## src/rtl/khazad_sequencer.sv

```systemverilog
// Control sequencer for an iterated block cipher datapath: key load, 9-step key
// expansion into the round-key RAM, data load, 8 rounds, and a done pulse.
module khazad_sequencer (
  input  logic       CLK,
  input  logic       RST_N,
  input  logic       start,
  input  logic       only_data,
  input  logic       enc_dec_SEL,
  output logic       key_load,
  output logic       ks_we,
  output logic [3:0] ks_step,
  output logic       data_load,
  output logic       round_en,
  output logic [3:0] round_idx,
  output logic       last_round,
  output logic [3:0] rk_addr,
  output logic       rk_theta,
  output logic       finish,
  output logic       busy
);

  // state  | meaning
  // IDLE   | waiting for start
  // LOADK  | key written into K(-2)/K(-1)
  // KEYEXP | round keys 0..8 computed and written to RAM
  // INIT   | plaintext/ciphertext loaded and whitened with key 0 or 8
  // ROUND  | rounds 1..8
  // DONE   | one-cycle finish pulse
  typedef enum logic [2:0] {IDLE, LOADK, KEYEXP, INIT, ROUND, DONE} state_t;

  state_t     state, state_nxt;
  logic       key_valid, key_valid_nxt;
  logic       mode_r, mode_nxt;
  logic [3:0] ks_cnt, ks_cnt_nxt;
  logic [3:0] rnd_cnt, rnd_cnt_nxt;

  always_ff @(posedge CLK or negedge RST_N) begin
    if (!RST_N) begin
      state     <= IDLE;
      key_valid <= 1'b0;
      mode_r    <= 1'b0;
      ks_cnt    <= 4'd0;
      rnd_cnt   <= 4'd0;
    end else begin
      state     <= state_nxt;
      key_valid <= key_valid_nxt;
      mode_r    <= mode_nxt;
      ks_cnt    <= ks_cnt_nxt;
      rnd_cnt   <= rnd_cnt_nxt;
    end
  end

  always_comb begin
    state_nxt     = state;
    key_valid_nxt = key_valid;
    mode_nxt      = mode_r;
    ks_cnt_nxt    = ks_cnt;
    rnd_cnt_nxt   = rnd_cnt;
    case (state)
      IDLE: begin
        if (start) begin
          mode_nxt  = enc_dec_SEL;
          state_nxt = (!only_data || !key_valid) ? LOADK : INIT;
          if (only_data && key_valid) rnd_cnt_nxt = 4'd0;
        end
      end
      LOADK: begin
        state_nxt  = KEYEXP;
        ks_cnt_nxt = 4'd0;
      end
      KEYEXP: begin
        if (ks_cnt >= 4'd8) begin
          key_valid_nxt = 1'b1;
          ks_cnt_nxt    = 4'd0;
          state_nxt     = INIT;
        end else begin
          ks_cnt_nxt = ks_cnt + 4'd1;
        end
      end
      INIT: begin
        state_nxt   = ROUND;
        rnd_cnt_nxt = 4'd1;
      end
      ROUND: begin
        if (rnd_cnt >= 4'd8) begin
          rnd_cnt_nxt = 4'd0;
          state_nxt   = DONE;
        end else begin
          rnd_cnt_nxt = rnd_cnt + 4'd1;
        end
      end
      DONE:    state_nxt = IDLE;
      default: state_nxt = IDLE;
    endcase
  end

  // Outputs depend only on registered state, counters and the latched mode.
  always_comb begin
    key_load   = (state == LOADK);
    ks_we      = (state == KEYEXP);
    ks_step    = (state == KEYEXP) ? ks_cnt : 4'd0;
    data_load  = (state == INIT);
    round_en   = (state == ROUND);
    round_idx  = (state == ROUND) ? rnd_cnt : 4'd0;
    last_round = (state == ROUND) && (rnd_cnt == 4'd8);
    finish     = (state == DONE);
    busy       = (state != IDLE);
    rk_addr    = 4'd0;
    rk_theta   = 1'b0;
    if (state == INIT) begin
      rk_addr = mode_r ? 4'd0 : 4'd8;
    end else if (state == ROUND) begin
      rk_addr  = mode_r ? rnd_cnt : (4'd8 - rnd_cnt);
      rk_theta = !mode_r && (rnd_cnt != 4'd8);
    end
  end

endmodule

```

## config.mk

```make
export PLATFORM = sky130hd
export DESIGN_NAME = khazad_sequencer
export DESIGN_NICKNAME = d
export VERILOG_FILES = /design/src/rtl/khazad_sequencer.sv
export SDC_FILE = /design/constraint.sdc
export NUM_CORES = 1
export LEC_CHECK = 0
export BUFFER_PORTS_ARGS = -buffer_cell sky130_fd_sc_hd__buf_2
export CAP_MARGIN = 10
export CORE_UTILIZATION = 51
export DETAILED_ROUTE_END_ITERATION = 7
export PLACE_DENSITY = 0.87
export SETUP_SLACK_MARGIN = 0.5
export SKIP_CTS_REPAIR_TIMING = 1
export SYNTH_ARGS = -nofsm -noshare
export SYNTH_HDL_FRONTEND = slang
export SYNTH_SLANG_ARGS = --single-unit
```

## constraint.sdc

```tcl
create_clock -name CLK -period 2.15 [get_ports CLK]
set_input_delay 0.3225 -clock CLK [delete_from_list [all_inputs] [get_ports CLK]]
set_output_delay 0.3225 -clock CLK [all_outputs]
set_load 0.02 [all_outputs]
```

* Yosys cells after proc, flatten, opt, wreduce, memory -nomap -nowiden *
Cells that the tools add are included.

storage, ports and cells
  bits in registers = 13
  bits of input ports = 5
  output and inout bits = 20

operators by class
  add/subtract/negate cells = 3
  order comparisons = 2
  eq/ne operators = 11
  muxes and demuxes = 19
  reduce and logical (&&, ||, !) cells = 15

operator list
  operator               count
  $mux W4                10
  $pmux W3 S5            1
  $pmux W4 S3            1
  $mux W3                3
  $add A4 B1 Y4 const B  2
  $ge A4 B4 Y1 const B   2
  $pmux W4 S2            1
  $eq A3 B2 Y1 const B   2
  $eq A3 B3 Y1 const B   2
  $reduce_and A3 Y1      2
  $reduce_bool A3 Y1     2
  $eq A4 B4 Y1 const B   1
  $ne A2 B1 Y1 const B   2
  $ne A2 B2 Y1 const B   2
  $ne A4 B4 Y1 const B   1
  $reduce_and A2 Y1      2
  $sub A4 B4 Y4 const A  1
  $eq A3 B1 Y1 const B   1
  $logic_and A1 B1 Y1    3
  $logic_not A1 Y1       3
  $logic_not A3 Y1       1
  $mux W1                2
  $mux W2                1
  $reduce_bool A2 Y1     1
  $logic_or A1 B1 Y1     1

* Logic depth before layout (Yosys ltp) *
  word-level depth = 5
  mapped depth = 6
  gate-level depth less buffers = 5

* Least setup slack after synthesis *
Ideal clock, no wire load.

  path kind = register to output
  from = register state[1]
  to = output port last_round
  arrival = 1515 ps
  data required time = 1827 ps
  setup slack = 312 ps
  stages on the path, launching flop included = 5
  buffers on the path = 2
  path through = dfrtp_1 buf_6 or3b_1 buf_6 nor3_1

between the ends
  word-level cells in the longest chain between the ends = 2

RTL lines
  element                 line  text
  from (decl)             31    state_t state, state_nxt;
  from (signal assigned)  45    state <= state_nxt;
  $eq A3 B3 Y1            105   last_round = (state == ROUND) && (rnd_cnt == 4'd8);
  $logic_and A1 B1 Y1     105
  to (decl)               15    output logic last_round,

Every way passes these cells.

* Worst setup path after layout *
  from = register state[1]
  to = output port rk_addr[3]

between the ends
  word-level cells in the longest chain between the ends = 3
  elaborated cells between the ends (all ways) = 4
  those cells by class = 2 x eq/ne; 2 x mux

RTL lines
  element       line  text
  $eq A3 B3 Y1  112   end else if (state == ROUND) begin
  $mux W4       112
  $mux W4 (*)   110   if (state == INIT) begin
  to (decl)     16    output logic [3:0] rk_addr,

Every way passes the cells marked *; elsewhere a longest branch is shown, timed or not.

==> metrics.csv <==
metric,value,unit
seq_area_frac_synth,35.47,%
skew,0.004526,ns
worst-setup-path-type,flip-flop to primary output,
synth_edf_count,0,
p_leak,0.6508,nW
max-slew-margin-rel,72.88,%
fin_crit_sh,90.96,%
grt_overflow,0,
h-tree-depth,1,
drc_errors,0,
diodes,0,
synth_warnings,0,
core,1594,um^2
final_nets,142,
avgSynthCellArea,9.862,um^2
arrival,1.63,ns
worst_pin_slew,0.4068,ns
post_drt_wl_per_cell,18.41,um
hold_path_class,input port to flip-flop,
layout_commonest_cell,buf_4,
fin_crit,1.956,ns
clk_latency,0.29,ns
num_io_pins,25,
die_x,44.41,um
vias,880,
slowest_stage,dfrtp_2,
min_from,enc_dec_SEL,
final_cell_mix,"22 x buf_4, 11 x dfrtp_1, 11 x buf_6, 7 x buf_2",
tns,0,ns
syn_to_final_growth,48.02,%
root_buffer,clkbuf_4,
grt_antenna_before_repair,0,
grt_usage,24.34,%
post-layout-total-power,0.001746,W
slew_viol_final,0,
cts_num_sinks,13,
max_cap_violations,0,
first_pass_iters,5,
syn_nets,102,
drt_wl_total,2872,um
cp_top_family,flip-flops,
cp-startpoint,state[1]$_DFFE_PN0P_,
setup_viol,0,
ant_nets,0,
yosysUniqueCellTypes,45,
grt_pass1_wl,3312,um
dp.final_hpwl,1592,um
rows,14,
rsz0062_at_grt,true,
synth_top_flop_cell,dfrtp_1,
path_buf_inv,2,
grt_max_degree,14,
fmax,511.4,MHz
place.gp.congestion,0.7999,
numCtsBuffers,3,
ir_drop,0.8815,mV
required,1.83,ns
cp_max_fo,5,
syn_area,917.1,um^2
final_core_util,85.16,%
hold_viol_final,0,
drtIter0Drc,25,
ys_ff_latch,13,
tritoncts,done,
clk_pin_slew_worst_paths,0.09,ns
final_layout_size_suffix_gt1_share,58.33,%
drt-vias-per-instance,5.641,
port_buffers,24,
grt_pass1_vias,709,
rr_startpoint,state[1]$_DFFE_PN0P_,
dieArea,1972,um^2
slowest_delay,0.44,ns
start_util,57.54,%
die_h,44.41,um
cts_buffer_depth,2,
stdcell_count,156,
critical_path.endpoint_type,primary output,
worst_setup_path_start_kind,flip-flop,
status,"complete, no violations",
synthCells,93,
power_density,1286,nW/um^2
placedCellCount,138,
async_flop_share,100.0,%
crit_chain,buf_4 > nor4b_4 > a21oi_2 > o22ai_4 > buf_6,
nFillCells,91,
==> worst paths after layout <==
kind | to | slack [ns] | depth (start not counted)
worst max-delay path | rk_addr[3] | 0.19 | 5
worst min-delay path | mode_r$_DFFE_PN0P_ | 0.24 | 2
worst max register to register | rnd_cnt[0]$_DFFE_PN0P_ | 0.48 | 4
worst min register to register | key_valid$_DFFE_PN0P_ | 0.49 | 1
max in group asynchronous | state[1]$_DFFE_PN0P_ | 1.45 | 2
min in group asynchronous | rnd_cnt[3]$_DFFE_PN0P_ | 0.44 | 2
==> final cells by class <==
| cell class | count | area (um^2) | area share, % |
|---|---|---|---|
| multi-input combinational | 66 | 596.8 | 43.96 |
| timing repair buffer | 41 | 334.1 | 24.61 |
| sequential | 13 | 327.8 | 24.15 |
| inverter | 8 | 42.54 | 3.134 |
| tap | 24 | 30.03 | 2.212 |
| clock buffer | 4 | 26.28 | 1.935 |
==> sequential cells by signal, summed over array words and instances, names as in the netlist <==
register and count:
key_valid 1, state 3, ks_cnt 4, mode_r 1
rnd_cnt 4
==> layer usage <==
layer	track usage [%]	share of wire, %	up-vias
met5	0	0	-
met4	9.091	2.8	0
met3	6.122	3.3	10
met2	40.29	52	29
met1	30.57	42	432
li1	-	-	409
==> Yosys cell counts (2+ instances only) <==
library cell  instances  share of area [%]
dfrtp_1              13                 35
inv_1                 7                2.9
a21oi_1               6                3.3
nor2_1                6                2.5
and2_1                4                2.7
ha_1                  4                5.5
nand2_1               4                1.6
o21ai_0               4                2.2
nor3_1                3                1.6
a22o_1                2                1.9
and4b_1               2                2.2
buf_2                 2                1.1
buf_6                 2                2.5
nor4_1                2                1.4
or3_1                 2                1.4
==> per-stage QoR <==
stage	hold WS, ns	setup slack [ns]	cell area, um^2
floorplan	0.02691	0.5020	953.4
global placement	0.2251	0.3657	1082
detailed placement	0.2254	0.3093	1082
CTS	-0.08696	-0.008564	1109
global route	0.2458	0.1654	1358
finish	0.2365	0.1944	1358
==> kinds of logic (layout without fill, tap and decap cells) <==
kind of cell               count (synthesis)  count (layout)  share of synthesized area (%)
and+or+nand+nor                           37              37                          27.42
DFF                                       13              13                          35.47
adders and majority gates                  4               4                          5.457
muxes                                      4               4                          5.184
AOI/OAI and AO/OA                         21              21                          17.06
buffers and inverters                     14              53                          9.414
==> report_power, final <==
group	switching, W	total, W	internal [W]
clock	0.0000917	0.000164	0.0000723
combinational	0.000586	0.00114	0.000558
sequential	0.000116	0.000439	0.000323
total	0.000793	0.00175	0.000953
No activity file was read; power rests on OpenSTA's default activity.
